[src/rtl/counter_ctrl_pkg.sv]
// Shared definitions for the interval counter and its control initiator.
package counter_ctrl_pkg;

  localparam int CNT_W_DEF = 32;

  localparam logic [7:0] ST_RESET = 8'd0;
  localparam logic [7:0] ST_RUN   = 8'd1;
  localparam logic [7:0] ST_HALT  = 8'd2;

  typedef enum logic [1:0] {
    OP_NOP   = 2'd0,
    OP_START = 2'd1,
    OP_STOP  = 2'd2,
    OP_CLEAR = 2'd3
  } op_e;

  typedef enum logic [1:0] {
    S_IDLE = 2'd0,
    S_RUN  = 2'd1,
    S_HALT = 2'd2
  } fsm_e;

  function automatic logic [7:0] st_enc(fsm_e s);
    unique case (s)
      S_RUN:   st_enc = ST_RUN;
      S_HALT:  st_enc = ST_HALT;
      default: st_enc = ST_RESET;
    endcase
  endfunction

endpackage

[src/rtl/counter_ctrl.sv]
// Interval counter control: command FSM, target compare, done/irq.
// Build option COUNTER_CTRL_AUTO_RELOAD_EN: match restarts the run.
module counter_ctrl
  import counter_ctrl_pkg::*;
#(
  parameter int CNT_W     = CNT_W_DEF,
  parameter int BLANK_CYC = 1
) (
  input  logic             clk,
  input  logic             rst,
  input  logic             cmd_valid,
  output logic             cmd_ready,
  input  logic [1:0]       cmd_op,
  input  logic [CNT_W-1:0] cmd_interval,
  input  logic [CNT_W-1:0] cmd_target,
  input  logic [CNT_W-1:0] counter_in,
  output logic [7:0]       state_out,
  output logic [CNT_W-1:0] interval_out,
  output logic             busy,
  output logic             done,
  output logic             irq,
  input  logic             irq_ack
);

  localparam int BW = (BLANK_CYC > 1) ? $clog2(BLANK_CYC + 1) : 1;

  fsm_e             fsm, nxt;
  op_e              op;
  logic [CNT_W-1:0] target_q;
  logic [BW-1:0]    blank_cnt;
  logic             match, hit;
  logic             load_iv, load_blank, clr_blank;
`ifdef COUNTER_CTRL_AUTO_RELOAD_EN
  logic             reload_q;
`endif

  assign op = (cmd_valid && cmd_ready) ? op_e'(cmd_op) : OP_NOP;

  assign match = (fsm == S_RUN) && (blank_cnt == '0) &&
                 (target_q != '0) && (counter_in >= target_q);

  // CLEAR beats a coincident match: no done, no irq
  assign hit = match && (op != OP_CLEAR);

  always_comb begin
    nxt        = fsm;
    load_iv    = 1'b0;
    load_blank = 1'b0;
    clr_blank  = 1'b0;
    unique case (fsm)
      S_IDLE: begin
`ifdef COUNTER_CTRL_AUTO_RELOAD_EN
        if (reload_q) begin
          if (op == OP_STOP) begin
            nxt = S_HALT;
          end else if (op == OP_CLEAR) begin
            nxt = S_IDLE;
          end else begin
            nxt        = S_RUN;
            load_blank = 1'b1;
          end
        end else
`endif
        if (op == OP_START) begin
          nxt        = S_RUN;
          load_iv    = 1'b1;
          load_blank = 1'b1;
        end
      end
      S_RUN: begin
        if (op == OP_CLEAR) begin
          nxt = S_IDLE;
        end else if (op == OP_STOP) begin
          nxt = S_HALT;
        end else if (match) begin
`ifdef COUNTER_CTRL_AUTO_RELOAD_EN
          nxt = S_IDLE;
`else
          nxt = S_HALT;
`endif
        end
      end
      S_HALT: begin
        if (op == OP_CLEAR) begin
          nxt = S_IDLE;
        end else if (op == OP_START) begin
          nxt       = S_RUN;
          clr_blank = 1'b1;
        end
      end
      default: nxt = S_IDLE;
    endcase
  end

  always_ff @(posedge clk or posedge rst) begin
    if (rst) begin
      fsm          <= S_IDLE;
      state_out    <= ST_RESET;
      interval_out <= '0;
      target_q     <= '0;
      blank_cnt    <= '0;
      done         <= 1'b0;
      irq          <= 1'b0;
      cmd_ready    <= 1'b1;
      busy         <= 1'b0;
`ifdef COUNTER_CTRL_AUTO_RELOAD_EN
      reload_q     <= 1'b0;
`endif
    end else begin
      fsm       <= nxt;
      state_out <= st_enc(nxt);
      busy      <= (nxt == S_RUN);
      cmd_ready <= 1'b1;
      done      <= hit;
      if (hit) begin
        irq <= 1'b1;
      end else if (irq_ack) begin
        irq <= 1'b0;
      end
      if (load_iv) begin
        interval_out <= cmd_interval;
        target_q     <= cmd_target;
      end
      if (load_blank) begin
        blank_cnt <= BW'(BLANK_CYC);
      end else if (clr_blank) begin
        blank_cnt <= '0;
      end else if (fsm == S_RUN && blank_cnt != '0) begin
        blank_cnt <= blank_cnt - 1'b1;
      end
`ifdef COUNTER_CTRL_AUTO_RELOAD_EN
      reload_q <= hit && (op != OP_STOP);
`endif
    end
  end

endmodule

[config.mk]
export PLATFORM = sky130hd
export DESIGN_NAME = counter_ctrl
export DESIGN_NICKNAME = d
export VERILOG_FILES = /design/src/rtl/counter_ctrl_pkg.sv /design/src/rtl/counter_ctrl.sv
export SDC_FILE = /design/constraint.sdc
export NUM_CORES = 1
export LEC_CHECK = 0
export ABC_AREA = 1
export CAP_MARGIN = 20
export CORE_MARGIN = 8
export CORE_UTILIZATION = 46
export CTS_BUF_LIST = sky130_fd_sc_hd__clkbuf_2 sky130_fd_sc_hd__clkbuf_4 sky130_fd_sc_hd__clkbuf_8
export CTS_CLUSTER_DIAMETER = 60
export DETAILED_ROUTE_END_ITERATION = 8
export PLACE_DENSITY = 0.83
export SLEW_MARGIN = 10
export SYNTH_ARGS = -nofsm -noshare
export SYNTH_HDL_FRONTEND = slang
export SYNTH_SLANG_ARGS = --single-unit
[constraint.sdc]
create_clock -name clk -period 2.6 [get_ports clk]
set_clock_uncertainty 0.15 [all_clocks]
set_input_delay 0.26 -clock clk [delete_from_list [all_inputs] [get_ports clk]]
set_output_delay 0.26 -clock clk [all_outputs]
set_load 0.01 [all_outputs]
==> results.py <==
metrics = {
    "outcome": {
        "outcome": "completed",
    },
    "yosys": {
        "ys_ff_latch": 71,
        "ys.flop_type": "dfrtp_1",
        "yosys-mux-area-fraction_pct": 13.1,
        "syn_avg_cell_area_sq_um": 10.4,
        "synthesis.area_sq_um": 3790,
        "synth_compound_area_share_pct": 8.59,
        "synth_simple_gate_area_share_pct": 12.1,
        "synth_top_family_by_area": "multiplexers",
        "synth_warnings": 0,
        "yosysUniqueCellTypes": 26,
        "synth_edf_count": 0,
        "synthCells": 364,
        "synth_xor_area_share_pct": 0,
        "ys_seq_area_share_pct": 46.9,
        "synthAdderAreaFrac_pct": 10.6,
        "synth-async-reset-ratio_pct": 100,
    },
    "clocking": {
        "cts_setup_buffers": 0,
        "cts_inserted_buffers": 9,
        "cts_tree": "built",
        "ctsLongestPathBuffers": 2,
        "cts_resized": 0,
        "clk_latency_ns": 0.34,
        "clock_sinks": 71,
        "cts_hold_buf": 0,
        "ctsHtreeMaxLevel": 3,
        "clk_pin_slew_ns": 0.08,
        "cts-root-buf": "clkbuf_8",
    },
    "floorplan": {
        "fp.dieH_um": 107,
        "floorplan.die_area_sq_um": 11400,
        "pin_count": 146,
        "rows": 33,
        "core_sq_um": 8090,
        "chipWidth_um": 107,
        "initial_core_util_pct": 46.8,
    },
    "critical_path": {
        "worstPathMaxFanout": 4,
        "critical_path.top_delay_family": "simple AND/OR/NAND/NOR gates",
        "crit_buf_inv": 1,
        "max_stage_delay_ns": 0.36,
        "rr_worst_depth": 14,
        "timing.rr.start": "target_q[5]",
        "r2r_setup_slack_ns": 0.66,
        "cp_cell_sequence": "inv_1 -> ha_1 -> a21oi_1 -> nor2_1 -> nor2_1 -> nand2_1 -> nand2_1 -> nand2_1 -> nand2_1 -> nand2_1 -> nand2_1 -> nand2_1 -> nand2_1 -> nand2_1",
        "path_common_cell": "nand2_1",
        "cp-end-kind": "flip-flop",
        "rr_endpoint": "fsm[1]",
        "critPathRequiredTime_ns": 2.68,
        "criticalPathCategory": "flip-flop to flip-flop",
        "critPathArrivalTime_ns": 2.01,
        "crit_path_start_kind": "flip-flop",
        "slowest_stage": "dfrtp_1",
    },
    "sta": {
        "postLayoutSetupSlackWorst_ns": 0.663,
        "tns_ns": 0,
        "fin_crit_sh_pct": 74.5,
        "worstMarginPinSlew_ns": 0.561,
        "min_period_ns": 1.94,
        "max_freq_mhz": 516,
        "slew_headroom_pct": 62.6,
        "rsz0062_at_grt": "no",
        "hold_viol_final": 0,
        "finalSetupViolCount": 0,
        "report.final.slew_viol_count": 0,
    },
    "hold_path": {
        "hold_class": "input port to asynchronous set/reset pin",
    },
    "power_and_ir_drop": {
        "power.leakage_nw": 2.65,
        "ir_drop_mv": 0.581,
        "power_density_nw_per_um2": 958,
    },
    "global_route": {
        "track_usage_pct": 16.9,
        "grt_pass1_wl_mm": 15.5,
        "grt_pass1_vias": 3290,
        "overflow": 0,
        "antenna_found_initial": 0,
        "grt_max_degree": 72,
    },
    "finish": {
        "area_delta_synth_final_pct": 42.3,
        "layout-drive-gt1-share_pct": 13.6,
        "nets": 638,
        "diodes": 0,
    },
    "route": {
        "routed_via_density": 4.78,
        "drt-total-wl_mm": 9.53,
        "wl_per_cell_um": 15.5,
        "vias": 2932,
        "drc": 0,
        "drt-initial-drc-count": 72,
        "firstDrtPassIters": 4,
        "ant_nets": 0,
    },
    "place": {
        "post-place-ws_ns": 0.343,
        "dpl.hpwl_mm": 7.53,
        "gp_congestion": 0.776,
        "port_buffers": 138,
    },
    "flow_run": {
        "drv_cap": 0,
    },
}
==> area by class of cell <==
class                   instances  area, sq um
multi-input cells             236         1710
inverters                      44          165
clock buffers                  10          138
flip-flops and latches         71         1780
fillers                       639         2710
well taps                     105          131
clock inverters                 6         46.3
repair buffers                142         1420
==> placed cells by master (no fill, tap or decap), types with 10 or more instances in the layout <==
cell type / n
a21oi_1: 36
nand2_1: 40
inv_1: 42
ha_1: 32
clkdlybuf4s50_1: 138
dfrtp_1: 71
clkbuf_8: 10
a21oi_2: 11
nor2_1: 47
mux2_4: 33
==> cell usage after synthesis, drive strengths merged, types with 4 or more instances <==
cell type / instances / share of area, %
dfrtp: 71 / 47
nor2: 48 / 4.8
a21oi: 47 / 7.3
inv: 44 / 4.4
nand2: 42 / 4.4
mux2: 33 / 13
ha: 32 / 11
buf: 16 / 4.0
nand4: 6 / 0.99
nand3: 5 / 0.66
nor3: 4 / 0.53
o21ai: 4 / 0.53
==> power breakdown <==
group          switching [W]  leakage, nW  total [W]  internal (W)
Sequential          0.000277        0.818    0.00192       0.00164
Clock               0.000433       0.0885   0.000809      0.000375
Combinational        0.00107         1.74    0.00244       0.00136
==> worst min-delay path, cell delays in order <==
cell and delay, ns:
clkdlybuf4s50_1 0.41, inv_2 0.07, buf_12 0.33
==> flip-flops by register name, indices dropped and copies added (netlist names) <==
register / cells
blank_cnt: 1
done: 1
fsm: 2
interval_out: 32
irq: 1
state_out: 2
target_q: 32
==> logic make-up after synthesis <==
family,count (synthesis)
mux,33
flops,71
fa+ha+maj,32
other cells,2
buf+inv,62
compound gates,55
simple gates,109
==> how the worst max path moves through the flow <==
stage,start,end,slack [ns],cells past startpoint
CTS,target_q[3],fsm[1],0.65,16
global placement,counter_in[29],state_out[1],0.43,12
floorplan,rst,blank_cnt,0.39,1
detailed placement,counter_in[0],fsm[1],0.34,17
global route,target_q[29],state_out[1],0.40,12
finish,target_q[5],fsm[1],0.66,14
==> through the flow <==
step	instance area (sq um)	cells	total power, W	hold WS, ns	utilization [%]
2_1_floorplan	3810	369	0.00334	0.219	-
3_3_place_gp	5200	598	0.00427	0.341	64.3
3_5_place_dp	5200	598	0.00439	0.342	64.3
4_1_cts	5390	614	0.00523	0.170	66.6
5_1_grt	5390	614	0.00559	0.195	66.6
6_report	5390	614	0.00516	0.170	66.6
==> metal layers <==
metal  part of all wire [%]  global-route usage (%)  vias to the layer above
met3                    6.0                    4.26                       13
met1                     40                    18.3                     1367
met4                    2.3                    7.64                        0
met5                      0                       0                        -
met2                     52                    30.5                       86
li1                       -                       -                     1466
No activity file was read; power rests on OpenSTA's default activity.
